**src/rtl/inst_fetch_mem.sv**
```systemverilog
// Instruction fetch memory: one-deep registered response with valid/ready handshake, fault and flush.
// Build option IMEM_LOAD_EN enables program-load writes; without it the load ports are ignored and the array is a fixed ROM.
module inst_fetch_mem #(
  parameter int                DATA_W   = 32,
  parameter int                DEPTH    = 64,
  parameter int                ADDR_W   = 32,
  parameter logic [DATA_W-1:0] NOP_WORD = DATA_W'(32'h0000_0013)
) (
  input  logic                     clk,
  input  logic                     rst_n,
  input  logic                     req_valid,
  output logic                     req_ready,
  input  logic [ADDR_W-1:0]        req_addr,
  output logic                     rsp_valid,
  input  logic                     rsp_ready,
  output logic [DATA_W-1:0]        rsp_data,
  output logic                     rsp_fault,
  input  logic                     flush,
  input  logic                     load_we,
  input  logic [$clog2(DEPTH)-1:0] load_idx,
  input  logic [DATA_W-1:0]        load_data
);

  localparam int IDX_W = $clog2(DEPTH);

  logic              rsp_valid_q, rsp_valid_d;
  logic [DATA_W-1:0] rsp_data_q,  rsp_data_d;
  logic              rsp_fault_q, rsp_fault_d;

  logic [IDX_W-1:0]  rd_idx;
  logic [DATA_W-1:0] rd_word;
  logic              addr_oor;
  logic              addr_fault;
  logic              accept;

  assign rd_idx = req_addr[IDX_W+1:2];

  // Any set bit above the word-index field puts the address at or beyond 4*DEPTH.
  if (ADDR_W > IDX_W + 2) begin : g_oor
    assign addr_oor = |req_addr[ADDR_W-1:IDX_W+2];
  end else begin : g_no_oor
    assign addr_oor = 1'b0;
  end

  assign addr_fault = (req_addr[1:0] != 2'b00) || addr_oor;

`ifdef IMEM_LOAD_EN
  logic [DATA_W-1:0] mem_q [DEPTH];

  // No reset on the array: program contents survive rst_n, and loads are gated while in reset.
  always_ff @(posedge clk) begin
    if (rst_n && load_we) mem_q[load_idx] <= load_data;
  end

  // Read samples the pre-edge array, so a same-cycle load to this word returns the old value.
  assign rd_word = mem_q[rd_idx];
`else
  localparam logic [DATA_W-1:0] ROM_BASE = DATA_W'(32'hC000_0000);

  function automatic logic [DATA_W-1:0] rom_word(input logic [IDX_W-1:0] i);
    return ROM_BASE | DATA_W'(i);
  endfunction

  assign rd_word = rom_word(rd_idx);

  logic unused_load;
  assign unused_load = ^{load_we, load_idx, load_data};
`endif

  assign req_ready = !rsp_valid_q || rsp_ready;
  assign accept    = req_valid && req_ready && !flush;

  always_comb begin
    rsp_valid_d = rsp_valid_q;
    rsp_data_d  = rsp_data_q;
    rsp_fault_d = rsp_fault_q;
    if (flush) begin
      rsp_valid_d = 1'b0;
    end else if (accept) begin
      rsp_valid_d = 1'b1;
      rsp_fault_d = addr_fault;
      rsp_data_d  = addr_fault ? NOP_WORD : rd_word;
    end else if (rsp_ready) begin
      rsp_valid_d = 1'b0;
    end
  end

  always_ff @(posedge clk) begin
    if (!rst_n) begin
      rsp_valid_q <= 1'b0;
      rsp_data_q  <= NOP_WORD;
      rsp_fault_q <= 1'b0;
    end else begin
      rsp_valid_q <= rsp_valid_d;
      rsp_data_q  <= rsp_data_d;
      rsp_fault_q <= rsp_fault_d;
    end
  end

  assign rsp_valid = rsp_valid_q;
  assign rsp_data  = rsp_data_q;
  assign rsp_fault = rsp_fault_q;

endmodule

```
**config.mk**
```make
export PLATFORM = sky130hd
export DESIGN_NAME = inst_fetch_mem
export DESIGN_NICKNAME = d
export VERILOG_FILES = /design/src/rtl/inst_fetch_mem.sv
export SDC_FILE = /design/constraint.sdc
export NUM_CORES = 1
export LEC_CHECK = 0
export ABC_AREA = 1
export ABC_CLOCK_PERIOD_IN_PS = 1200
export BUFFER_PORTS_ARGS = -buffer_cell sky130_fd_sc_hd__buf_2
export CORE_ASPECT_RATIO = 1.4
export CORE_UTILIZATION = 27
export CTS_CLUSTER_SIZE = 28
export DETAILED_ROUTE_END_ITERATION = 10
export PLACE_DENSITY = 0.88
export SYNTH_ARGS = -nofsm -noshare
export SYNTH_HDL_FRONTEND = slang
export SYNTH_SLANG_ARGS = --single-unit
```
**constraint.sdc**
```tcl
create_clock -name clk -period 1.2 [get_ports clk]
set_input_delay 0.06 -clock clk [delete_from_list [all_inputs] [get_ports clk]]
set_output_delay 0.06 -clock clk [all_outputs]
set_load 0.02 [all_outputs]
```
## Yosys cells after proc, flatten, opt, wreduce, memory -nomap -nowiden

Index checks and enable logic that the tools add are counted.
Widths: inputs -> output; s select.

- Register bits: 34
- Bits of input ports: 76
- Output and inout bits: 35
- Logic and storage cells: 19

- Muxes and demuxes: 3
- Bitwise gates (word level): 2
- Reduce and logical (&&, ||, !) cells: 11

Operators by type and width:

| kind | count |
|---|---|
| $mux 32 | 1 |
| $reduce_or 24->1 | 1 |
| $reduce_bool 2->1 | 2 |
| $logic_and 1x1->1 | 2 |
| $logic_not 1->1 | 2 |
| $logic_or 1x1->1 | 2 |
| $mux 1 | 2 |
| $not 1->1 | 2 |
| $reduce_and 2->1 | 1 |
| $reduce_or 2->1 | 1 |

## Depth between registers and ports, before layout

Gate-level depths: netlist (run 1).

- Depth in word-level cells: 5
- Gate-level depth with buffers: 8
- Gate-level depth less buffers: 8

## Least setup slack after synthesis (run 1)

OpenSTA, ideal clock, no wires.

- Path kind: register -> register
- Start: reg rsp_valid_q (netlist: rsp_valid)
- End: reg rsp_data_q[0] (netlist: rsp_data[0])
- Library setup time: 0.124 ns
- Arrival: 0.985 ns
- Required time: 1.076 ns
- Slack: 0.091 ns
- Cell stages (with the launch flop): 8
- Path buffers: 0
- Clock period less this slack: 1.109 ns
- Cells stage by stage: dfxtp_1 inv_1 nor2_2 nor3_4 inv_2 nand2_1 o21ai_1 nand3_1

- Cells in the longest elaborated chain, start to end: 5

Ends and longest elaborated chain:

| item | RTL line | RTL |
|---|---|---|
| start, declared | 26 | `logic rsp_valid_q, rsp_valid_d;` |
| start signal, assigned | 94 | `rsp_valid_q <= rsp_valid_d;` |
| $logic_not 1->1 | 70 | `assign req_ready = !rsp_valid_q \|\| rsp_ready;` |
| $logic_or 1x1->1 | 70 |  |
| $logic_and 1x1->1 (2 in a row) | 71 | `assign accept = req_valid && req_ready && !flush;` |
| $reduce_and 2->1 (no line) | -- |  |
| end signal, assigned | 95 | `rsp_data_q <= rsp_data_d;` |
| end, declared | 27 | `logic [DATA_W-1:0] rsp_data_q, rsp_data_d;` |

No other way between the ends.
A chain may end at the register's enable or synchronous reset.

## Worst setup path in the final report (run 1)

- Start: reg rsp_valid_q (netlist: rsp_valid)
- End: reg rsp_data_q[3] (netlist: rsp_data[3])

Same word-level chain as after synthesis.

==> results of run 1 <==
[metal layers]
layer	wire length (um)	track usage [%]
met1	503	11.19
met2	557	17.06
met3	229	3.927
met4	0	5.195
met5	0	0
[cell type report]
class	count	share of cell area, %
clock buffer	4	3.130
inverter	11	4.918
multi-input combinational	77	38.30
sequential	9	21.46
tap	22	3.279
timing repair buffer	48	28.91
[stage by stage]
stage / std cells / total power [mW]
global placement: 167 / 0.5455
floorplan: 122 / 0.5245
CTS: 171 / 0.7815
detailed placement: 167 / 0.5483
global route: 171 / 0.8296
finish: 171 / 0.7690
[critical path, delay by kind of cell, from the launching register on]
kind | cells | cell delay (ps)
AND/OR/NAND/NOR | 5 | 620
flip-flops | 1 | 310
buffers and inverters | 1 | 60
[worst paths after layout]
kind              from           to  slack, ps  cells past startpoint
min              flush    rsp_valid         20                      2
min reg2reg  rsp_fault    rsp_fault        470                      2
max reg2reg  rsp_valid  rsp_data[3]        120                      6
max          rsp_valid  rsp_data[3]        120                      6
[flip-flops by register name (all words and copies together) (netlist names)]
signal     count
rsp_data       7
rsp_fault      1
rsp_valid      1
[power by group through the flow]
stage	Sequential, mW	Combinational [mW]	Clock (mW)
finish	0.318	0.223	0.228
CTS	0.318	0.224	0.239
detailed placement	0.325	0.224	0
global placement	0.324	0.221	0
global route	0.320	0.246	0.264
floorplan	0.341	0.183	0
[layout by cell type, fill, tap and decap left out]
master,n
sky130_fd_sc_hd__buf_4,1
sky130_fd_sc_hd__nor2_2,1
sky130_fd_sc_hd__nor3_4,1
sky130_fd_sc_hd__buf_2,47
sky130_fd_sc_hd__nand2_1,19
sky130_fd_sc_hd__inv_1,9
sky130_fd_sc_hd__inv_2,2
sky130_fd_sc_hd__clkbuf_4,3
sky130_fd_sc_hd__conb_1,24
sky130_fd_sc_hd__a211oi_1,1
sky130_fd_sc_hd__nand3_1,5
sky130_fd_sc_hd__nand2_2,1
sky130_fd_sc_hd__dfxtp_1,9
sky130_fd_sc_hd__nor2_1,21
sky130_fd_sc_hd__clkbuf_1,1
sky130_fd_sc_hd__o21ai_1,3
sky130_fd_sc_hd__a21oi_1,1
[logic make-up after synthesis]
| family | Yosys count | share of synthesized area, % |
|---|---|---|
| AOI/OAI and AO/OA | 5 | 4.271 |
| buffers and inverters | 36 | 35.53 |
| DFF | 9 | 27.96 |
| other | 1 | 0.5820 |
| and+or+nand+nor | 48 | 31.65 |
==> impl_summary.md, run 1 <==
Run status
The run finished with clean final reports.

Final layout
At the end of the flow the core is filled with cells to 38.13%. 0 antenna diodes ended up in the layout. The fraction of final layout cells sized beyond drive strength 1 is 37.58%. At the end of the flow, the number of nets in the layout was 226.

The filler cell count is 255. The area of combinational cells with multiple inputs is 321.6 um^2. Relative to the synthesized area, the layout overhead comes to 30.29%. The sequential cells in the finished layout cover a total of 180.2 um^2. The summed area of non-filler cells in the final layout is 839.6 um^2.

STA
The tightest hold margin is 15.10 ps. The number of hold violations in the final report is 0. The post-route minimum period is 1075 ps. The share of the cycle needed by the critical path after routing is 89.62%. The worst clock skew on the final layout is 1.111 ps. Setup violations remaining at the end of the flow were counted as 0. Setup slack on the critical path of the routed design comes to 124.5 ps.

The max-slew violation count was 0. For the final routed database, the setup TNS stands at 0 ps. The fmax is 929.8 MHz. Setup repair after global routing left no endpoint under its margin.

CTS
The clock passes through at most 2 buffers. The depth of the CTS H-tree is 1. The clock tree from TritonCTS is built. The number of clock buffers inserted by TritonCTS is 3. The number of post-CTS setup repair buffers is 0. The CTS sink count is 9. Once the clock tree was built, the resizer swapped 0 gates to a different size. The clock-pin slew of the registers on the worst-case setup and hold paths is 60 ps. The quantity of hold-fixing buffers added after cts is 0. The later pin in the worst-skew pair is clocked with a latency of 250 ps. The root buffer cell is sky130_fd_sc_hd__clkbuf_4.

Placement
The total cell area at the placement stage is 813.3 um^2. The routability-driven placement congestion ratio is 0.6585. Once detailed placement completed, the half-perimeter wirelength came to 1.109 mm. The minimum setup slack after placement is 124.6 ps. The count of buffers added on input and output ports is 47.

Routing
In this run the remaining antenna-violating nets after routing total 0. The routed layout has 657 vias. In the final routed layout, each cell accounts on average for 7.544 um. The via-per-instance ratio is 3.842. The final wirelength is 1.290 mm. The total DRC errors in the routed layout is 0. For this block, the initial DRC count from the detailed router was 9. The first-pass detailed-route iteration total is 3.

Synthesis
The total number of yosys warnings is 0. The synthesized design spends more area on one cell type than any other, namely sky130_fd_sc_hd__buf_4. The number of flip-flops and latches in the synthesized netlist is 9. The fraction of the yosys area taken by sequential cells is 27.96%.

For this run, the leading register cell type out of synthesis is sky130_fd_sc_hd__dfxtp_1. The library cell with the highest instance count after synthesis is sky130_fd_sc_hd__buf_4. Of all flip-flops after synthesis, the portion carrying an async set or reset was 0%. After synthesis, the mean cell area works out to 6.509 um^2. The synthesized netlist contains 14 unique library cells. The number of flops mapped to enable cells by yosys is 0. Of the post-synthesis cell area, the dominant cell type holds 29.13%. The cell count after synthesis is 99. After synthesis, the most frequently instantiated cells are 25 x sky130_fd_sc_hd__buf_4, 21 x sky130_fd_sc_hd__nor2_1, 19 x sky130_fd_sc_hd__nand2_1. In the post-synthesis netlist, the biggest area contributors are sky130_fd_sc_hd__buf_4 29%, sky130_fd_sc_hd__dfxtp_1 28%, sky130_fd_sc_hd__nor2_1 12%. Summing every instance area after synthesis gives 644.4 um^2.

GRT
The via count of the first global-routing pass is 530. Global routing used 10.24% of the available tracks across all layers. The total global routing overflow is 0. The initial antenna violation count is 0.

Entering global routing, the biggest net connects 11 pins. The global-route wire length before repair is 2.001 mm.

Floorplan
The vertical die dimension is 59.80 um. The floorplan step defined a die boundary enclosing 2588 um^2. Once the floorplan was initialized, standard cells occupied 29.26% of the core. The width of the chip is 43.29 um. 111 I/O pins were placed. The core region area is 2202 um^2.

The number of standard-cell rows in the floorplan is 20.

Power
The leakage power is 0.4961 nW. IR analysis of the VDD net gives a maximum drop of 0.4583 mV. The share of total power dissipated in combinational logic is 29.0%. The clock network accounts for 29.6% of the total power. The share of power burned in registers is 41.3%.

The internal portion of the total power is 515.9 uW. The ratio of total power to cell area is 916.0 nW/um^2. Net switching is 32.92% of the power. For this design the total switching power over the nets is 253.2 uW.

Setup path
The classification of the worst setup path is register to register. The signal on the critical path passes through inv_1 > nor2_2 > nor3_4 > nand2_1 > nand2_2 > nor2_1. The cell with the biggest individual delay on the critical path is sky130_fd_sc_hd__dfxtp_1. STA classifies the critical path endpoint as a register. At the worst endpoint, the arrival time is 1230 ps.

In this design, the stage delay of the slowest critical-path cell is 310 ps. The worst setup path is launched from a register. Of all nets on the critical path, the largest fanout is 5. The required time of the critical path is 1350 ps.

Job
The number of max-capacitance violations reported is 0.

Worst hold path
The tightest min-delay check is of the input pin to register type.
No activity file was read; power rests on OpenSTA's default activity.
==> inputs of run 2 (changes only) <==
--- a/config.mk
+++ b/config.mk
@@ -9,6 +9,7 @@
 export ABC_CLOCK_PERIOD_IN_PS = 1200
 export BUFFER_PORTS_ARGS = -buffer_cell sky130_fd_sc_hd__buf_2
 export CORE_ASPECT_RATIO = 1.4
+export CORE_MARGIN = 2
 export CORE_UTILIZATION = 27
 export CTS_CLUSTER_SIZE = 28
 export DETAILED_ROUTE_END_ITERATION = 10
==> run 2 against run 1 <==
Net effect: clock skew is 6.6 ps higher; cell area stayed put; critical path depth shrank 2; worst setup slack better by 4.8 ps; count of clock-buffer cells in the layout unchanged; total power grew 0.33%; sequential power barely moved; maximum frequency is 0.45% higher; clock power about the same; combinational power about the same; first-iteration DRC count shrank 78%; critical path type is now register to output pin; highest routed layer unchanged.
==> impl_summary.md, run 2 (synthesis results as in run 1) <==
Routing
The first-pass detailed-route iteration total came to 4 (+1). The post-detailed-route wirelength per cell is 8.041 um (+6.6%). The final wirelength came to 1.375 mm (+6.6%). The via-per-instance ratio came to 3.813 (-0.76%).

The total DRC errors in the routed layout was 0 (unchanged). The number of DRC markers in iteration 0 is 2 (-7). The post-route antenna net violation count came to 0 (unchanged). The via count is 652 (-0.76%).

Final layout
The number of flip-flops in the largest register is 7 (unchanged). The summed area of non-filler cells in the final layout came to 839.6 um^2 (unchanged). Leaving out fill and tap cells, the most frequent cell in the layout is sky130_fd_sc_hd__buf_2. The area added between synthesis and finish is 30.29% (unchanged). The number of antenna cells inserted is 0 (unchanged). The filler cell count is 252 (-1.2%).

The core utilization of the finished layout came to 37.70% (-0.43 points). The non-filler instance count after layout is 171 (unchanged). In the layout the commonest cells are 47 x sky130_fd_sc_hd__buf_2, 24 x sky130_fd_sc_hd__conb_1, 21 x sky130_fd_sc_hd__nor2_1. The number of nets at the end of the flow came to 226 (unchanged).

The fraction of final layout cells sized beyond drive strength 1 came to 37.58% (unchanged).

Floorplan
The count of pins on the block boundary is 111 (unchanged). The initial core utilization is 28.93% (-0.33 points). The width of the chip is 45.29 um (+4.6%). The floorplan die area came to 2799 um^2 (+8.1%).

The vertical die dimension came to 61.80 um (+3.3%). The number of standard-cell rows in the floorplan came to 20 (unchanged). The core region area is 2227 um^2 (+1.1%).

GRT
The via count of the first global-routing pass was 508 (-4.2%). The total global routing overflow is 0 (unchanged). The global-route wire length before repair is 1.987 mm (-0.70%). The initial antenna violation count is 0 (unchanged).

The maximum number of pins on one net before global-route repair is 11 (unchanged). The all-layer global routing usage came to 9.794% (-0.45 points).

Placement
The routability-driven placement congestion ratio came to 0.6883 (+4.5%). The sum of net half-perimeters after detailed placement is 1.187 mm (+7.0%). The number of cells after detailed placement was 167 (unchanged).

The number of I/O port buffers is 47 (unchanged). The minimum setup slack after placement is 127.6 ps (+2.987 ps). The total cell area at the placement stage is 813.3 um^2 (unchanged).

CTS
The number of clock buffers inserted by TritonCTS was 3 (unchanged). The later-pin clock latency in the skew report is 260 ps (about the same). The maximum clock insertion buffer count was 2 (unchanged). The root buffer cell is sky130_fd_sc_hd__clkbuf_4.

The CTS sink count is 9 (unchanged). The quantity of hold-fixing buffers added after cts is 0 (unchanged). The post-CTS resize count is 0 (unchanged). TritonCTS built the clock tree. The number of post-CTS setup repair buffers is 0 (unchanged). The depth of the CTS H-tree is 1 (unchanged). The clock-pin slew of the registers on the worst-case setup and hold paths came to 60 ps (about the same).

STA
The total negative slack for setup checks was 0 ps (unchanged). The number of setup violations in the final report is 0 (unchanged). The max-slew violation count is 0 (unchanged). The slack of the critical path is 129.4 ps (+4.821 ps).

Setup repair after global routing left no endpoint under its margin. The worst clock skew on the final layout is 7.662 ps (+6.551 ps). The fmax is 934.0 MHz (+0.45%).

The tightest hold margin came to 13.76 ps (-1.344 ps). The share of the cycle needed by the critical path after routing came to 89.22% (-0.40 points). The post-route minimum period came to 1071 ps (-4.821 ps). The number of hold violations in the final report was 0 (unchanged).

Power
The ratio of total power to cell area is 919.0 nW/um^2 (+0.33%). The worst IR drop on VDD is 0.5116 mV (+12%). The total design power is 771.5 uW (+0.33%).

The leakage power was 0.4961 nW (unchanged).

Setup path
The most numerous cell type found on the critical path is sky130_fd_sc_hd__inv_1. The arrival time reported for the critical path endpoint was 1010 ps (-220 ps). The endpoint type of the worst setup path is an output pin.

The classification of the worst setup path is register to output pin. The delay of the slowest cell on the worst path is 330 ps (+20 ps). The required time of the critical path is 1140 ps (-210 ps).

Walking the worst path, the cells encountered are inv_1 > nor2_2 > inv_1 > buf_2. The cell with the biggest individual delay on the critical path is sky130_fd_sc_hd__dfxtp_1. The category of the worst setup path launch point is a register. The peak fanout along the critical path was 2 (-3).

Worst hold path
The class of the worst hold path is input pin to register.

Run status
The run finished with clean final reports.

Job
The number of max-capacitance violations reported is 0 (unchanged).
run 2: cell counts in the layout (fill, tap and decap cells not counted):
Identical to the previous run, type by type.
run 2: area by class of cell:
class	count	area, um^2	area share [%]
Timing Repair Buffer	48	242.7	28.91
Inverter	11	41.29	4.918
Clock buffer	4	26.28	3.130
Multi-Input combinational cell	77	321.6	38.30
Tap cell	22	27.53	3.279
Sequential cell	9	180.2	21.46
run 2: where the power goes:
part	internal (mW)	switching (mW)	leakage (nW)
Combinational	0.0762	0.148	0.407
Sequential	0.312	0.00587	0.0736
Clock	0.128	0.101	0.0150
Total	0.516	0.255	0.496
run 2: metal layers:
layer | routed length, um | global-route usage, %
met1 | 591 | 11.38
met5 | 0 | 0
met3 | 227 | 4.335
met4 | 0 | 3.782
met2 | 557 | 15.71
run 2: path summary, 6_finish.rpt:
kind,start,endpoint,slack (ps),depth (start not counted)
worst max register to register,rsp_valid,rsp_data[4],150,7
worst min register to register,rsp_fault,rsp_fault,480,2
worst max-delay path,rsp_valid,req_ready,130,4
worst min-delay path,flush,rsp_valid,10,2
run 2: worst max-delay path: cells and delay by family (launching register included):
family	cells	cell delay, ps
buf+inv	3	280
flops	1	330
simple gates	1	140
